===== src/rtl/fifo_tx_serializer.sv =====
// FIFO drain stage: pops one word per frame and shifts it out as
// start(0), WID data bits LSB-first, [even parity], stop(1).
// Ports:
//   clk, rst (async active-low)
//   empty_i, rdata_i : FIFO read side (data valid the cycle after rd_o)
//   rd_o             : one-cycle FIFO read strobe
//   tx_o             : registered serial line, idles high
//   busy_o           : high outside IDLE
//   frame_done_o     : pulse on the last cycle of each stop bit
// Option: define FIFO_TX_SERIALIZER_PARITY_EN to add a parity bit.
module fifo_tx_serializer #(
  parameter int WID     = 8,
  parameter int CLK_DIV = 4
) (
  input  logic           clk,
  input  logic           rst,
  input  logic           empty_i,
  input  logic [WID-1:0] rdata_i,
  output logic           rd_o,
  output logic           tx_o,
  output logic           busy_o,
  output logic           frame_done_o
);

  localparam int DIV_W = (CLK_DIV > 1) ? $clog2(CLK_DIV) : 1;
  localparam int CNT_W = (WID > 1) ? $clog2(WID) : 1;

  localparam logic [DIV_W-1:0] DIV_LAST = DIV_W'(CLK_DIV - 1);
  localparam logic [DIV_W-1:0] DIV_PEN  =
    DIV_W'((CLK_DIV > 1) ? CLK_DIV - 2 : 0);
  localparam logic [CNT_W-1:0] BIT_LAST = CNT_W'(WID - 1);
  // With a one-cycle bit, the stop bit's first cycle is its last.
  localparam logic ONE_CYC = (CLK_DIV == 1);

  typedef enum logic [2:0] {
    S_IDLE,
    S_FETCH,
    S_LOAD,
    S_START,
    S_DATA,
`ifdef FIFO_TX_SERIALIZER_PARITY_EN
    S_PARITY,
`endif
    S_STOP
  } state_t;

  state_t           r_state;
  logic [WID-1:0]   r_shift;
  logic [CNT_W-1:0] r_bit;
  logic [DIV_W-1:0] r_div;
  logic             r_tx;
  logic             r_rd;
  logic             r_busy;
  logic             r_done;
`ifdef FIFO_TX_SERIALIZER_PARITY_EN
  logic             r_par;
`endif

  logic             w_bit_end;
  logic [WID-1:0]   w_shift_nx;

  assign w_bit_end  = (r_div == DIV_LAST);
  assign w_shift_nx = r_shift >> 1;

  always_ff @(posedge clk or negedge rst) begin
    if (!rst) begin
      r_state <= S_IDLE;
      r_shift <= '0;
      r_bit   <= '0;
      r_div   <= '0;
      r_tx    <= 1'b1;
      r_rd    <= 1'b0;
      r_busy  <= 1'b0;
      r_done  <= 1'b0;
`ifdef FIFO_TX_SERIALIZER_PARITY_EN
      r_par   <= 1'b0;
`endif
    end else begin
      r_rd   <= 1'b0;
      r_done <= 1'b0;
      case (r_state)
        S_IDLE: begin
          if (!empty_i) begin
            r_state <= S_FETCH;
            r_rd    <= 1'b1;
            r_busy  <= 1'b1;
          end
        end
        S_FETCH: r_state <= S_LOAD;
        S_LOAD: begin
          r_shift <= rdata_i;
`ifdef FIFO_TX_SERIALIZER_PARITY_EN
          r_par   <= ^rdata_i;
`endif
          r_bit   <= '0;
          r_div   <= '0;
          r_tx    <= 1'b0;
          r_state <= S_START;
        end
        S_START: begin
          if (w_bit_end) begin
            r_div   <= '0;
            r_tx    <= r_shift[0];
            r_state <= S_DATA;
          end else begin
            r_div <= r_div + 1'b1;
          end
        end
        S_DATA: begin
          if (w_bit_end) begin
            r_div   <= '0;
            r_shift <= w_shift_nx;
            if (r_bit == BIT_LAST) begin
              r_bit   <= '0;
`ifdef FIFO_TX_SERIALIZER_PARITY_EN
              r_tx    <= r_par;
              r_state <= S_PARITY;
`else
              r_tx    <= 1'b1;
              r_done  <= ONE_CYC;
              r_state <= S_STOP;
`endif
            end else begin
              r_bit <= r_bit + 1'b1;
              r_tx  <= w_shift_nx[0];
            end
          end else begin
            r_div <= r_div + 1'b1;
          end
        end
`ifdef FIFO_TX_SERIALIZER_PARITY_EN
        S_PARITY: begin
          if (w_bit_end) begin
            r_div   <= '0;
            r_tx    <= 1'b1;
            r_done  <= ONE_CYC;
            r_state <= S_STOP;
          end else begin
            r_div <= r_div + 1'b1;
          end
        end
`endif
        S_STOP: begin
          if (w_bit_end) begin
            r_div <= '0;
            if (!empty_i) begin
              r_state <= S_FETCH;
              r_rd    <= 1'b1;
            end else begin
              r_state <= S_IDLE;
              r_busy  <= 1'b0;
            end
          end else begin
            r_div  <= r_div + 1'b1;
            // raise the pulse so it lands on the final stop cycle
            r_done <= (r_div == DIV_PEN);
          end
        end
        default: begin
          r_state <= S_IDLE;
          r_busy  <= 1'b0;
          r_tx    <= 1'b1;
        end
      endcase
    end
  end

  assign rd_o         = r_rd;
  assign tx_o         = r_tx;
  assign busy_o       = r_busy;
  assign frame_done_o = r_done;

endmodule


===== config.mk =====
export PLATFORM = sky130hd
export DESIGN_NAME = fifo_tx_serializer
export DESIGN_NICKNAME = d
export VERILOG_FILES = /design/src/rtl/fifo_tx_serializer.sv
export SDC_FILE = /design/constraint.sdc
export NUM_CORES = 1
export LEC_CHECK = 0
export BUFFER_PORTS_ARGS = -buffer_cell sky130_fd_sc_hd__buf_4
export CORE_MARGIN = 4
export CORE_UTILIZATION = 60
export DETAILED_ROUTE_END_ITERATION = 12
export PLACE_DENSITY_LB_ADDON = 0.05
export SYNTH_ARGS = -nofsm -noshare
export SYNTH_HDL_FRONTEND = slang
export SYNTH_SLANG_ARGS = --single-unit
export TNS_END_PERCENT = 30

===== constraint.sdc =====
create_clock -name clk -period 2.5 [get_ports clk]
set_input_delay 0.25 -clock clk [delete_from_list [all_inputs] [get_ports clk]]
set_output_delay 0.25 -clock clk [all_outputs]
set_load 0.1 [all_outputs]

Yosys cells after proc, flatten, opt, wreduce, memory -nomap -nowiden --
Index checks and enable logic that the tools add are counted.
Cells by class: reductions and logical operators 10, $mul 0, div/mod/pow operators 0, order comparisons 0, mux-type cells 27, eq/ne operators 14, shift-type cells 0, add/subtract/negate cells 2, bitwise operators 2
Operators by type and width (number):
- $mux 3 | 7
- $pmux 3 s6 | 1
- $pmux 8 s2 | 1
- $ne 2x2->1 const B | 6
- $mux 1 | 11
- $eq 3x3->1 const B | 3
- $mux 8 | 1
- $eq 3x2->1 const B | 2
- $pmux 3 s2 | 1
- $reduce_or 3->1 | 2
- $reduce_and 5->1 | 1
- $eq 2x2->1 const B | 2
- $pmux 1 s4 | 1
- $pmux 2 s2 | 1
- $reduce_and 4->1 | 1
- $reduce_bool 2->1 | 2
- $reduce_or 4->1 | 1
- $add 3x1->3 const B | 1
- $eq 3x1->1 const B | 1
- $logic_not 3->1 | 1
- $pmux 1 s3 | 1
- $reduce_and 3->1 | 1
- $add 2x1->2 const B | 1
- $mux 2 | 1
- 3 further kinds | 4
Storage, ports and cells: bits in read-only memories 0, memories kept 0, RAM bits 0, latch bits 0, output and inout bits 4, register bits after elaboration 20

Logic depth before layout (Yosys ltp) --
word-level depth 4, depth in mapped cells 7, depth with buffers taken out 5

Worst setup path before layout --
OpenSTA, ideal clock, no wires.
kind register to register, from register r_div[0], to register r_bit[0], cell stages (with the launch flop) 6, buffers on the path 1, slack 1005 ps, arrival 1368 ps, setup time 128 ps, cells stage by stage dfrtp_1 ha_1 buf_2 nand3b_4 a21oi_4 mux2_1
On the way: cells in the longest elaborated chain, start to end 3
RTL lines:
- start, declared | RTL line 50 | logic [DIV_W-1:0] r_div;
- start signal, assigned | RTL line 106 | r_div <= r_div + 1'b1;
- start signal, assigned | RTL line 128 | r_div <= r_div + 1'b1;
- start signal, assigned | RTL line 154 | r_div <= r_div + 1'b1;
- $eq 2x2->1 | RTL line 62 | assign w_bit_end = (r_div == DIV_LAST);
- $ne 2x2->1 (no line)
- $reduce_and 2->1 (no line)
- end signal, assigned | RTL line 124 | r_bit <= r_bit + 1'b1;
- end, declared | RTL line 49 | logic [CNT_W-1:0] r_bit;
Every way passes these cells. A chain may end at the register's enable or synchronous reset.

Worst setup path after layout --
from register r_div[0], to register r_shift[4]
On the way: cells in the longest elaborated chain, start to end 3
RTL lines:
- $eq 2x2->1 | RTL line 62
- $ne 2x2->1 (no line)
- $reduce_and 2->1 (no line)
- end signal, assigned | RTL line 91 | r_shift <= rdata_i;
- end signal, assigned | RTL line 112 | r_shift <= w_shift_nx;
- end, declared | RTL line 48 | logic [WID-1:0] r_shift;
Every way passes these cells.

==> impl_metrics.yaml <==
routing:
  wirelength_um: 2020
  vias: 834
  drt_first_iter_violations: 25
  post_drt_wl_per_cell_um: 13.4
  antenna_left: 0
  via_per_inst: 5.52
  drc: 0
  dr.pass1.iters: 4
finish:
  stdcell_count: 151
  n_antenna_cell: 0
  synthToLayoutAreaGrowth_pct: 12.8
  nNetsFinal: 142
  drive_gt1_share_pct: 21.4
  fillers: 148
  stdcell_area_mm2: 0.00126
floorplan:
  io_pins: 15
  core_mm2: 0.00175
  die_w_um: 51.1
  die_h_um: 51.1
  rows: 15
  dieArea_mm2: 0.00261
  start_util_pct: 63.9
logic_synthesis:
  synth_top_area_share_pct: 42.6
  async_flop_share_pct: 100
  yosys_warnings: 0
  synth_cell_type_count: 35
  synth_top_family_by_area: "simple AND/OR/NAND/NOR gates"
  synthMuxAreaShare_pct: 8.19
  synth_compound_area_share_pct: 16.8
  synth_edf_count: 0
  yosys.area_share.simple_pct: 18.9
  synthFlopType: "dfrtp_1"
  synthesis.nets: 128
  synth_fa_ha_area_share_pct: 4.49
  netlist_instances: 113
  synth_commonest_cells: "dfrtp_1 (19), nor2_1 (13), a21oi_1 (12)"
  yosysMostFrequentCell: "dfrtp_1"
  yosys.area.top_type: "dfrtp_1"
  yosysSeqAreaShare_pct: 45.0
  synth_xor_area_share_pct: 0
  synth-seq-cells: 20
  syn_avg_cell_area_um2: 9.87
  synth_area_mm2: 0.00111
  synthTopCellsByArea: "dfrtp_1 (43%), mux2i_1 (7.2%), a21oi_1 (5.4%)"
timing:
  fin_setup_tns_ns: 0
  rsz0062_at_grt: "no"
  period_share_pct: 67.9
  finClkSkew_ns: 0.00221
  fin_crit_ns: 1.70
  tightestPinTransition_ns: 0.563
  hold_viol_final: 0
  relSlewSlack_pct: 62.5
  finalSetupViolCount: 0
  fmax_ghz: 0.589
  slew_violations: 0
worst_hold_path:
  hold_path_class: "input port to flip-flop"
  holdPathStages: 2
  hp-start: "empty_i"
  whs_endpoint: "rd_o"
clock_tree:
  cts_resized: 0
  tritoncts: "yes"
  h-tree-depth: 1
  clk_pin_slew_worst_paths_ns: 0.11
  postCtsHoldBufs: 1
  cts.path.max_buffers: 2
  root_buffer: "clkbuf_4"
  clock-sinks: 20
  cts_buffers: 3
  clk-insertion-delay-late_ns: 0.29
  post_cts_buffers: 0
place:
  portBuffers: 14
  placed_area_mm2: 0.00121
  dp.cells: 146
  gp_congestion: 0.798
  post-dp-hpwl_um: 1470
setup_path:
  cp.arrival_ns: 1.93
  timing.rr.start: "r_div[0]"
  end_kind: "flip-flop"
  crit_chain: "ha_1 -> nand3b_4 -> a21oi_4 -> buf_4 -> nor2_1 -> a21oi_1"
  r2r_slack_ns: 0.80
  critPathLaunchType: "flip-flop"
  path_buf_inv: 1
  worstPathRequired_ns: 2.73
  reg2regPathDepth: 6
  slowest_delay_ns: 0.43
  critical_path.top_delay_family: "flip-flops"
  crit_cells: 6
  cpMaxStageDelayCell: "dfrtp_1"
  cp_max_fo: 10
  timing.rr.end: "r_shift[4]"
  path_class: "flip-flop to flip-flop"
global_route:
  grt_pass1_vias: 763
  grt_usage_pct: 17.0
  grt_max_degree: 21
  antenna_found_initial: 0
  grt_pass1_wl_um: 3290
  grt-ovfl-total: 0
power_and_ir_drop:
  ir_worst_vdd_v: 0.000825
  p_per_area_mw_per_mm2: 1160
  power.leakage_nw: 0.569
flow_run:
  drv_cap: 0
run_status:
  outcome: "finished clean"
-- sequential cells by signal (all words and copies together) (netlist names) --
signal and count:
r_shift 8, r_bit 3, r_state 3, r_div 2
busy_o 1, frame_done_o 1, rd_o 1, tx_o 1
-- worst register-to-register path, stage by stage, from the launching register on --
cell,delay (ns)
dfrtp_1,0.43
ha_1,0.39
nand3b_4,0.12
a21oi_4,0.29
buf_4,0.23
nor2_1,0.06
a21oi_1,0.11
-- placed cells by master (no fill, tap or decap), types with 2 or more instances in the layout --
cell type and count:
mux2i_1 8, clkbuf_4 3, a21oi_1 12, nand2_1 5
o21ai_0 4, o21a_1 2, a211oi_1 2, ha_1 4
buf_4 15, dfrtp_1 19, a2bb2oi_1 2, nor2_1 13
inv_1 7, o22ai_1 2, nor3_1 6
-- through the flow --
step / power (W) / util, % / worst slack (ns) / hold WS [ns]
4_1_cts: 0.00146 / 72.0 / 0.804 / 0.126
5_1_grt: 0.00156 / 72.0 / 0.655 / 0.125
3_3_place_gp: 0.00125 / 69.4 / 0.879 / 0.139
2_1_floorplan: 0.00115 / - / 1.00 / -0.0456
6_report: 0.00145 / 72.0 / 0.802 / 0.140
3_5_place_dp: 0.00127 / 69.4 / 0.834 / 0.139
-- kinds of logic (layout without fill, tap and decap cells) --
group | Yosys count | after routing
muxes | 9 | 9
and+or+nand+nor | 37 | 37
adders and majority gates | 4 | 4
DFF | 20 | 20
AOI/OAI and AO/OA | 29 | 29
buffers and inverters | 14 | 27
-- power by group --
| group | switching [W] | total (W) | leakage, nW | internal, W |
|---|---|---|---|---|
| Sequential | 0.000158 | 0.000601 | 0.241 | 0.000443 |
| Clock | 0.0000967 | 0.000185 | 0.0210 | 0.0000887 |
| Combinational | 0.000399 | 0.000667 | 0.307 | 0.000268 |
-- metal layers --
metal  GRT usage, %  share of wire, %  vias to the layer above
met5              0                 0                        -
met4           6.73              0.45                        0
met3           2.62               5.7                        2
met2           29.2                49                       24
met1           21.1                44                      384
li1               -                 -                      424
-- area by class of cell --
| cell class | instances | area (um2) | share of cell area (%) |
|---|---|---|---|
| Inverter | 7 | 26.3 | 2.09 |
| Timing Repair Buffer | 16 | 123 | 9.75 |
| Tap cell | 25 | 31.3 | 2.49 |
| Multi-Input combinational cell | 79 | 539 | 42.9 |
| Clock buffer | 4 | 36.3 | 2.89 |
| Sequential cell | 20 | 502 | 39.9 |
-- how the worst max path moves through the flow --
stage	slack, ns	start	to
finish	0.80	r_div[0]	r_shift[4]
global route	0.65	r_div[0]	r_shift[3]
CTS	0.80	r_div[0]	r_shift[3]
detailed placement	0.83	r_div[0]	r_shift[3]
global placement	0.88	r_state[2]	r_bit[0]
floorplan	1.00	r_div[0]	r_bit[0]
(Power assumes the default switching activity.)
